**src/rtl/dither_pkg.sv**
```systemverilog
// Shared definitions for the dither scheduler, inhibit gate and lock modules.
// Holds the sequencer state encoding and the channel-index width helper.
package dither_pkg;

    typedef enum logic [2:0] {
        S_IDLE  = 3'd0,
        S_SEL   = 3'd1,
        S_ARM   = 3'd2,
        S_DWELL = 3'd3,
        S_GAP   = 3'd4,
        S_FIN   = 3'd5
    } state_t;

    // Width of a channel index; a single channel still needs one bit.
    function automatic int ch_width(input int n);
        return (n > 1) ? $clog2(n) : 1;
    endfunction

    localparam int NCH_DEF = 3;
    localparam int CHW     = ch_width(NCH_DEF);

endpackage

```
**src/rtl/dither_edge_cnt.sv**
```systemverilog
// Rising-edge detector on one trigger line feeding a saturating event counter.
// The counter holds at zero while clr is high.
module dither_edge_cnt
    import dither_pkg::*;
#(
    parameter int NDW = 16
) (
    input  logic           clk,
    input  logic           rst,
    input  logic           clr,
    input  logic           trig,
    output logic [NDW-1:0] cnt
);

    logic trig_q;

    always_ff @(posedge clk or posedge rst) begin
        if (rst) begin
            trig_q <= 1'b0;
        end else begin
            trig_q <= trig;
        end
    end

    // Saturate at all-ones so a runaway trigger can never wrap back below the dwell target.
    always_ff @(posedge clk or posedge rst) begin
        if (rst) begin
            cnt <= '0;
        end else if (clr) begin
            cnt <= '0;
        end else if (trig && !trig_q && (cnt != '1)) begin
            cnt <= cnt + 1'b1;
        end
    end

endmodule

```
**src/rtl/dither_share_scheduler.sv**
```systemverilog
// Sequences the dither-inhibit gate enables so one error detector is time-shared
// between NCH dither locks: at most one channel is dithered at a time.
module dither_share_scheduler
    import dither_pkg::*;
#(
    parameter int NCH     = 3,
    parameter int NDW     = 16,
    parameter int TO_CLKS = 100000,
    parameter int NGAP    = 16
) (
    input  logic           clk,
    input  logic           rst,
    input  logic           start,
    input  logic           abort,
    input  logic [NCH-1:0] ch_mask,
    input  logic [NDW-1:0] dwell_cyc,
    input  logic [NCH-1:0] inhtrig,
    input  logic [NCH-1:0] inthld,
    output logic [NCH-1:0] en,
    output logic           busy,
    output logic           done,
    output logic           fault,
    output logic [2:0]     fault_ch,
    output state_t         state
);

    localparam int CW = ch_width(NCH);
    localparam int GW = (NGAP > 1) ? $clog2(NGAP) : 1;

    // Handshake: start is a one-clk request taken only when busy is low;
    // done is a one-clk completion pulse, withheld on abort or fault.

    state_t          state_n;
    logic [CW-1:0]   ch, ch_n;
    logic [NCH-1:0]  mask_r, mask_n;
    logic [NDW-1:0]  dw_r, dw_n;
    logic [31:0]     toc, toc_n;
    logic [GW-1:0]   gap, gap_n;
    logic [NCH-1:0]  en_n;
    logic            done_n;
    logic            fault_n;
    logic [2:0]      fault_ch_n;
    logic [NDW-1:0]  dc;

    // One counter serves every channel; ch only changes outside DWELL, where it is held clear.
    dither_edge_cnt #(
        .NDW (NDW)
    ) u_edge_cnt (
        .clk  (clk),
        .rst  (rst),
        .clr  (state != S_DWELL),
        .trig (inhtrig[ch]),
        .cnt  (dc)
    );

    always_ff @(posedge clk or posedge rst) begin
        if (rst) begin
            state    <= S_IDLE;
            ch       <= '0;
            mask_r   <= '0;
            dw_r     <= '0;
            toc      <= '0;
            gap      <= '0;
            en       <= '0;
            busy     <= 1'b0;
            done     <= 1'b0;
            fault    <= 1'b0;
            fault_ch <= 3'd0;
        end else begin
            state    <= state_n;
            ch       <= ch_n;
            mask_r   <= mask_n;
            dw_r     <= dw_n;
            toc      <= toc_n;
            gap      <= gap_n;
            en       <= en_n;
            busy     <= (state_n != S_IDLE);
            done     <= done_n;
            fault    <= fault_n;
            fault_ch <= fault_ch_n;
        end
    end

    always_comb begin
        state_n    = state;
        ch_n       = ch;
        mask_n     = mask_r;
        dw_n       = dw_r;
        toc_n      = toc;
        gap_n      = gap;
        en_n       = en;
        fault_n    = fault;
        fault_ch_n = fault_ch;
        done_n     = 1'b0;

        if (abort) begin
            state_n = S_IDLE;
            en_n    = '0;
        end else begin
            case (state)
                S_IDLE: begin
                    if (start) begin
                        mask_n  = ch_mask;
                        dw_n    = dwell_cyc;
                        fault_n = 1'b0;
                        ch_n    = '0;
                        state_n = S_SEL;
                    end
                end
                // Scan one index per clk so the mux path stays a single bit select.
                S_SEL: begin
                    if (mask_r[ch]) begin
                        en_n    = NCH'(1) << ch;
                        toc_n   = '0;
                        state_n = S_ARM;
                    end else if (ch == CW'(NCH - 1)) begin
                        state_n = S_FIN;
                    end else begin
                        ch_n = ch + 1'b1;
                    end
                end
                S_ARM: begin
                    if (!inthld[ch]) begin
                        state_n = S_DWELL;
                    end else if (toc == 32'(TO_CLKS - 1)) begin
                        en_n       = '0;
                        fault_n    = 1'b1;
                        fault_ch_n = 3'(ch);
                        state_n    = S_IDLE;
                    end else begin
                        toc_n = toc + 32'd1;
                    end
                end
                S_DWELL: begin
                    if (dc == dw_r) begin
                        en_n    = '0;
                        gap_n   = '0;
                        state_n = S_GAP;
                    end
                end
                S_GAP: begin
                    if (gap == GW'(NGAP - 1)) begin
                        if (ch == CW'(NCH - 1)) begin
                            state_n = S_FIN;
                        end else begin
                            ch_n    = ch + 1'b1;
                            state_n = S_SEL;
                        end
                    end else begin
                        gap_n = gap + 1'b1;
                    end
                end
                S_FIN: begin
                    state_n = S_IDLE;
                end
                default: begin
                    state_n = S_IDLE;
                    en_n    = '0;
                end
            endcase
        end

        // done is high exactly while the FSM sits in FIN.
        done_n = (state_n == S_FIN);
    end

endmodule
```
**config.mk**
```make
export PLATFORM = sky130hd
export DESIGN_NAME = dither_share_scheduler
export DESIGN_NICKNAME = d
export VERILOG_FILES = /design/src/rtl/dither_pkg.sv /design/src/rtl/dither_edge_cnt.sv /design/src/rtl/dither_share_scheduler.sv
export SDC_FILE = /design/constraint.sdc
export NUM_CORES = 1
export LEC_CHECK = 0
export BUFFER_PORTS_ARGS = -buffer_cell sky130_fd_sc_hd__buf_4
export CORE_UTILIZATION = 64
export CTS_CLUSTER_DIAMETER = 60
export DETAILED_ROUTE_END_ITERATION = 16
export PLACE_DENSITY = 0.84
export SLEW_MARGIN = 10
export SYNTH_ARGS = -nofsm -noshare
export SYNTH_HDL_FRONTEND = slang
export SYNTH_SLANG_ARGS = --single-unit
```
**constraint.sdc**
```tcl
create_clock -name clk -period 7.1 [get_ports clk]
set_clock_uncertainty 0.15 [all_clocks]
set_input_delay 0.71 -clock clk [delete_from_list [all_inputs] [get_ports clk]]
set_output_delay 0.71 -clock clk [all_outputs]
set_load 0.02 [all_outputs]
```
Word-level counts from Yosys, hierarchy flattened
Index checks and enable logic that the tools add are counted.

Register bits after elaboration: 85. Input port bits: 29. Output and inout bits: 12. Word-level logic and storage cells: 104.

Add/sub/neg operators: 4. Order comparisons: 1. Equal/unequal tests: 26. Shifts and indexed selects: 1. Muxes and demuxes: 40. Bitwise gates (word level): 1. Reductions and logical operators: 18.

Operator list (count): $mux 32 (3); $pmux 32 s2 (1); $mux 3 (14); $add 32x1->32 const B (1); $eq 32x17->1 const B (1); $mux 16 (2); $reduce_and 5->1 (4); $ne 2x2->1 const B (9); $add 16x1->16 const B (1); $eq 16x16->1 (1); $ne 16x16->1 const B (1); $pmux 3 s5 (1); $ne 3x3->1 const B (4); $pmux 3 s4 (1); $eq 3x3->1 const B (3); $mux 2 (4); $mux 4 (2); $pmux 4 s2 (1); $reduce_and 4->1 (2); $reduce_bool 2->1 (4); $bmux 1 s2 (3); $eq 3x2->1 const B (2); $mux 1 (6); $pmux 2 s3 (1); 17 further kinds (19).

Longest topological paths before layout
Gate-level depths: netlist (run 1).

Depth after elaboration: 6. Mapped depth: 8. Mapped depth without buffers: 7.

Hierarchy
A second synthesis (run 1) with hierarchy kept.

Cells, all modules: 503. Area, all modules: 4901.0 um2.

Modules (own cells, without submodules): dither_share_scheduler (times used 1, cells an instance 399, area an instance 3962.6 um2, sequential area each 1701.6 um2); dither_edge_cnt (times used 1, cells an instance 104, area an instance 938.4 um2, sequential area each 425.4 um2).

Least setup slack after synthesis (run 1)
Ideal clock, no wire load.

Kind: register -> register. Start point: reg state[1]. End point: reg toc[19]. Data arrival time: 1948 ps. Path slack: 4924 ps. Cell stages (with the launch flop): 9. Buffers on the path: 2. Cells stage by stage: dfrtp_1 buf_4 or3b_1 o32ai_2 o21a_1 buf_4 nand3_2 or3_1 a21oi_1.

Word-level cells in the longest chain between the ends: 3. Elaborated cells on any way between the ends: 8. Those cells by class: eq/ne: 5; mux: 1; reduce/logical: 2.

Ends and longest elaborated chain: start, declared (RTL line dither_share_scheduler.sv:24) `output state_t state`; start signal, assigned (RTL line dither_share_scheduler.sv:70) `state <= state_n;`; $eq 3x2->1 / $eq 3x1->1 (equally long branches) (RTL line dither_share_scheduler.sv:100) `case (state)`; $ne 2x2->1 (no line) / $reduce_bool 2->1 (equally long branches); $reduce_and 5->1 (no line); end signal, assigned (RTL line dither_share_scheduler.sv:74) `toc <= toc_n;`; end, declared (RTL line dither_share_scheduler.sv:37) `logic [31:0] toc, toc_n;`.

Several ways; a longest one is shown, not always the timed one. A chain may end at the register's enable or synchronous reset.

Worst setup path after layout (run 1)
Start point: reg u_edge_cnt.cnt[0]. End point: reg gap[1].

Word-level cells in the longest chain between the ends: 3.

Ends and longest elaborated chain: start, declared (RTL line dither_edge_cnt.sv:12) `output logic [NDW-1:0] cnt`; start signal, assigned (RTL line dither_edge_cnt.sv:32) `cnt <= cnt + 1'b1;`; $eq 16x16->1 (RTL line dither_share_scheduler.sv:135) `if (dc == dw_r) begin`; $ne 2x2->1 (no line); $reduce_and 4->1 (no line); end signal, assigned (RTL line dither_share_scheduler.sv:75) `gap <= gap_n;`; end, declared (RTL line dither_share_scheduler.sv:38) `logic [GW-1:0] gap, gap_n;`.

Every way passes these cells.

==> results.md, run 1 <==
* Final WS setup at between 4 and 5 ns
* IO buf count at 39
* Cts hold-fix bufs at 0
* First-pass GRT wire length at about 17000 um
* Clk pwr share at 23.2%
* Main combinational cell family by area after synthesis: simple AND/OR/NAND/NOR gates
* Seq/Total Area, Yosys at 45.6%
* Syn Inst Count at between 400 and 500
* Multi-input logic area at roughly 2400 um2
* Register Area at around 2100 um2
* Worst hold path type: reg2reg
* IO Count at 41
* Synth Area in Compound Gates at about 7.3%
* Crit share post-route at 35.5%
* DRT iter0 DRCs at 199
* CTS sink count at 85
* Max-Cap Viols at 0
* Worst Tran Pin Value at 1.04 ns
* Hold Crit Depth at 2
* Fin. Hold Viols at 0
* Number of synthesized flops with an enable pin at 0
* Xor/xnor share of the synthesized area at 10.9%
* Post-DRT Antenna Nets at 0
* Final net count at around 530
* Switching fraction of total power at 35.8%
* Psw at 0.578 mW
* Syn-to-layout area delta at 11.8%
* DP HPWL at 6880 um
* Pins over their slew limit at 0
* RSZ-0062 raised after global routing: no
* Max clock buf depth at 2
* Fmax at 397 MHz
* DRT Wirelength at 9860 um
* Commonest cells after routing, fill and taps aside: dfrtp_1 (85), nor2_1 (59), xnor2_1 (46), buf_4 (41), nand2_1 (26)
* Synth Warn # at 0
* CTS Buf Count at 9
* Fill cells at 502
* Logic pwr share at 31.0%
* Critical Path End Type: flop
* CP startpoint kind: flop
* Initial antenna violation count at 0
* Most frequently used flop master after synthesis: dfrtp_1
* Seq cells post-synth at 85
* Tot Pwr at between 1.5 and 2 mW
* Clk Tree Root Cell: clkbuf_8
* Avg Vias per Cell at 6.10
* Antenna diode count at 0
* Async S/R FF share, synth at 100%
* Place WS at 4.34 ns
* R2R depth at 6
* Cell Area, Synth at approximately 4700 um2
* Period minus WS final at 2.52 ns
* Top cell type's share of synthesized area at 45.6%
* Cell taking the most area after synthesis: dfrtp_1
* Cell Int Power at 1.04 mW
* Post-Synth Simple-Gate Area at 24.4%
* Worst-path clk slew at 0.08 ns
* Worst-Skew Late Latency at 0.35 ns
* Starting Density at 67.5%
* Share of cells above drive strength 1 at between 10% and 20%
* Number of global-route vias before repair at 3534
* First-pass DRT Iterations at 5
* Endpoints failing setup at 0
* Static leakage at 2.14 nW
* Crit path max fanout at 7
* Drt drc at 0
* H-Tree Depth at 3
* CP Class: reg2reg
* Worst Path Required at slightly above 7 ns
* Largest net degree at the start of global routing at between 80 and 90
* Avg WL per Cell at 16.5 um
* Sum of negative setup slack at 0 ns
* Sequential Power Share at 45.8%
* Vias at 3639
* Tot GR Track Use at 28.7%
* Die H at 87.4 um
* Chip Width at 87.4 um
* Gpl congestion at 0.907
* Top cells by area, synth: dfrtp_1 (46%), xnor2_1 (8.6%), nor2_1 (4.7%)
* Syn_nets at 498
* Status: finished clean
* PD cells at 310 nW/um2
* Resized cells post-CTS at 0
* Mux share of post-synthesis cell area at 6.36%
* Adder-cell area share of the yosys netlist at 1.61%
* Core box area at 6910 um2
* Die ar. at 7630 um2
* Setup bufs post-CTS at 0
* Worst vdd ir at 0.214 mV
* Crit path DAT at around 2.6 ns
* Total gr overflow at 0
* Avg Synthesized Cell Area at 10.1 um2
* Floorplan row count at 30
* Commonest non-fill, non-tap cell in the layout: dfrtp_1
* Library cells used by synthesis at 56
* Relative slew slack at 30.7%
* CTS tree: built
[worst paths after layout]
path                       slack [ns]     endpoint               from
min                              0.35  fault_ch[0]        fault_ch[0]
min reg2reg                      0.35  fault_ch[0]        fault_ch[0]
max                              4.58       gap[1]  u_edge_cnt.cnt[0]
max reg2reg                      4.58       gap[1]  u_edge_cnt.cnt[0]
min in group asynchronous        0.54     dw_r[12]                rst
max in group asynchronous        5.61        en[0]                rst
[stage by stage]
step | hold slack [ns] | utilization [%] | instances | area, um2
finish | 0.346 | 75.5 | 597 | 5210
CTS | 0.353 | 75.5 | 597 | 5210
global placement | 0.321 | 72.4 | 582 | 5000
floorplan | 0.329 | - | 463 | 4660
detailed placement | 0.334 | 72.4 | 582 | 5000
global route | 0.379 | 75.5 | 597 | 5210
[cell usage after synthesis (2+ instances only)]
master and instances:
a221o_1 2, nand4_1 18, nor3_2 4, xor2_1 12, o21ai_1 2, nor2_1 59, mux2_2 19, mux2i_1 6
mux2_1 2, nor4_4 3, dfrtp_1 85, buf_2 6, buf_6 2, nand2_1 26, inv_1 19, and3_1 7
o21ai_0 12, nand3_1 23, and4_4 3, buf_4 3, or3b_1 2, or2_2 2, nor3_1 15, clkbuf_1 7
nor4_2 5, ha_1 6, nor2b_1 3, nand3b_1 2, or3_1 7, nor4_1 15, a2bb2oi_1 2, a21oi_1 10
o22ai_1 3, xnor2_1 46, and4_1 4
[per-layer routing]
layer  up-vias  GRT usage [%]  part of all wire (%)
li1       1709              -                     -
met1      1762           39.7                    45
met2       147           45.2                    47
met3        21           4.17                   5.4
met4         0           11.8                   2.3
met5         -              0                     0
[worst max-delay path, stage by stage, from the launching register on]
cell and delay (ns):
dfrtp_1 0.49, xnor2_1 0.20, nand4_1 0.12, nor4_1 0.61
nand3_1 0.23, a21oi_2 0.28, mux2_1 0.34
[registers in the layout (all words and copies together) (netlist names), 2 cells and up]
signal          flops
ch                  2
dw_r               16
en                  3
fault_ch            2
gap                 4
mask_r              3
state               3
toc                32
u_edge_cnt.cnt     16
[layout make-up]
class | instances | area share, %
clock inverters | 4 | 1.39
clock buffers | 11 | 2.71
multi-input cells | 341 | 45.5
inverters | 19 | 1.39
well taps | 96 | 2.30
flip-flops and latches | 85 | 40.8
repair buffers | 41 | 5.91
[cell families after synthesis]
family | count (synthesis)
buffers and inverters | 37
other | 1
multiplexers | 27
adder cells (fa/ha/maj) | 6
flip-flops | 85
XOR/XNOR | 58
AND/OR/NAND/NOR | 202
AO/OA/AOI/OAI | 47
[power by group through the flow]
stage               Sequential [mW]  Clock (mW)  Combinational, mW
finish                        0.739       0.375              0.500
global route                  0.756       0.399              0.554
detailed placement            0.744           0              0.495
global placement              0.736           0              0.478
floorplan                     0.707           0              0.406
CTS                           0.735       0.380              0.500
(Power assumes the default switching activity.)
==> inputs of run 2 (changes only) <==
Settings changed: CORE_UTILIZATION 64 to 60, PLACE_DENSITY 0.84 to 0.79.
Clock period 7.1 ns to 2.5 ns, I/O delays scaled along.
==> run 2 against run 1 <==
  * Cell count rose by 6.4%
  * Routed wire length rose by 4.8%
  * Die area rose by 6.5%
  * Critical endpoint is now gap[0]
  * Critical path type unchanged
  * Via count rose by 4.6%
==> results.md, run 2 (synthesis gave the netlist of run 1 again) <==
* Share of cells above drive strength 1 at 21.8% (+1.9 points)
* Core box area at 7370 um2 (+6.7%)
* Crit path launch: u_edge_cnt.cnt[0]
* Worst Path Required at 2.59 ns (-4.60 ns)
* Final core occ at 75.1% (-0.38 points)
* IO Count at 41 (unchanged)
* Largest regs: toc x32, dw_r x16, u_edge_cnt.cnt x16
* Post-DRT Antenna Nets at 0 (unchanged)
* Status: finished clean
* DRT iter0 DRCs at 257 (+29%)
* DRT Wirelength at 10300 um (+4.8%)
* Floorplan row count at 31 (+3.3%)
* Crit share post-route at 95.8% (+60 points)
* Antenna diode count at 0 (unchanged)
* Hold WS at 0.0697 ns (-0.276 ns)
* CP Class: reg2reg
* PD cells at 822 nW/um2 (+170%)
* R2R depth at 7 (+1)
* Largest net degree at the start of global routing at 86 (unchanged)
* Avg Vias per Cell at 5.99 (-1.7%)
* Post-Place Cells at 598 (+2.7%)
* Hold path endpoint: en[2]
* Worst-path clk slew at 0.08 ns (about the same)
* Relative slew slack at 56.8% (+26 points)
* Sequential Power Share at 45.5% (-0.3 points)
* Largest reg by FF count: toc
* Drt drc at 0 (unchanged)
* Syn-to-layout area delta at 18.6%
* Worst Tran Pin Value at 0.640 ns (-0.400 ns)
* Endpoints failing setup at 0 (unchanged)
* Fmax at 418 MHz (+5.2%)
* IO buf count at 39 (unchanged)
* Vias at 3805 (+4.6%)
* H-Tree Depth at 3 (unchanged)
* Total gr overflow at 0 (unchanged)
* Static leakage at 2.29 nW (+6.8%)
* Avg WL per Cell at 16.3 um (-1.5%)
* Die ar. at 8130 um2 (+6.5%)
* Commonest non-fill, non-tap cell in the layout: dfrtp_1
* Multi-input logic area at 2400 um2 (+1.1%)
* Chip Width at 90.2 um (+3.2%)
* Sum of negative setup slack at 0 ns (unchanged)
* Max-Cap Viols at 0 (unchanged)
* Clk Tree Root Cell: clkbuf_8
* Tot Pwr at 4.55 mW (+180%)
* R2R Setup Slk at 0.11 ns (-4.47 ns)
* Critical Path End Type: flop
* Post-route insts no fill at 635 (+6.4%)
* Worst hold path type: in2reg
* Crit path DAT at 2.48 ns (-0.13 ns)
* DP HPWL at 7090 um (+3.0%)
* Hold Crit Depth at 2 (unchanged)
* CTS tree: built
* Hold_sp: abort
* Final net count at 566 (+6.4%)
* Max clock buf depth at 2 (unchanged)
* CTS sink count at 85 (unchanged)
* Worst-Skew Late Latency at 0.36 ns (about the same)
* Fin. Hold Viols at 0 (unchanged)
* Logic pwr share at 34.4% (+3.4 points)
* R2r endpoint: gap[0]
* Worst reg2reg startpoint: u_edge_cnt.cnt[0]
* Die H at 90.2 um (+3.2%)
* CP startpoint kind: flop
* Starting Density at 63.3% (-4.2 points)
* Gpl congestion at 0.880 (-3.0%)
* Largest register FFs at 32 (unchanged)
* Worst vdd ir at 0.483 mV (+130%)
* Psw at 1.70 mW (+190%)
* Pins over their slew limit at 0 (unchanged)
* Commonest cells after routing, fill and taps aside: dfrtp_1 (85), nor2_1 (59), buf_4 (54), xnor2_1 (46), nand2_1 (26)
* Cell Int Power at 2.85 mW (+170%)
* Period minus WS final at 2.39 ns (-0.125 ns)
* RSZ-0062 raised after global routing: no
* Fill cells at 504 (+0.40%)
* Tot GR Track Use at 26.9% (-1.8 points)
* Number of global-route vias before repair at 3641 (+3.0%)
* Crit path max fanout at 7 (unchanged)
* First-pass DRT Iterations at 5 (unchanged)
* Register Area at 2130 um2 (unchanged)
* Switching fraction of total power at 37.4% (+1.6 points)
* CTS Buf Count at 9 (unchanged)
* Initial antenna violation count at 0 (unchanged)
* First-pass GRT wire length at 17500 um (+3.6%)
* Clk pwr share at 20.1% (-3.1 points)
[run 2: layout make-up]
type                            instances  share of cell area [%]
Clock buffer                           12                    2.80
Clock inverter                          4                   0.543
Inverter                               19                    1.36
Multi-Input combinational cell        341                    43.3
Sequential cell                        85                    38.4
Tap cell                               99                    2.24
Timing Repair Buffer                   75                    11.3
[run 2: what timing repair did]
| action | in CTS | in global routing |
|---|---|---|
| setup endpoints to repair | 0 | 11 |
| hold buffers | 20 | 0 |
| hold endpoints to repair | 104 | 0 |
| resized for setup | 0 | 4 |
| buffers inserted | 0 | 1 |
[run 2: worst max-delay path by stage]
| stage | end | slack, ns | cells past startpoint |
|---|---|---|---|
| 4_1_cts | gap[0] | 0.07 | 7 |
| 5_1_grt | en[1] | 0.01 | 6 |
| 3_5_place_dp | gap[1] | 0.09 | 7 |
| 2_1_floorplan | toc[19] | 0.32 | 8 |
| 6_report | gap[0] | 0.11 | 7 |
| 3_3_place_gp | en[0] | 0.18 | 6 |
[run 2: routing by layer]
metal	vias to the layer above	GRT usage [%]	routed length, um
met5	-	0	0
met4	0	8.47	208
met3	28	6.09	647
met2	147	42.5	4960
met1	1861	37.0	4510
li1	1769	-	-
[run 2: power groups by stage]
stage	Sequential, mW	Clock, mW	Combinational [mW]
2_1_floorplan	2.01	0	1.15
3_3_place_gp	2.07	0	1.44
3_5_place_dp	2.08	0	1.49
4_1_cts	2.06	0.924	1.53
5_1_grt	2.12	0.977	1.70
6_report	2.07	0.912	1.57
[run 2: per-stage QoR]
stage	instance area, um2	setup slack, ns
after CTS	5500	0.0728
after floorplan	4670	0.324
after global placement	5110	0.180
after global routing	5530	0.0114
after detailed placement	5110	0.0946
final	5530	0.105
[run 2: critical path, stage by stage (launching register included)]
cell and delay (ns):
dfrtp_1 0.50, xnor2_1 0.23, nand4_1 0.17, nor4_2 0.35, buf_4 0.18, nand3_1 0.11, a21oi_2 0.25, mux2_1 0.34
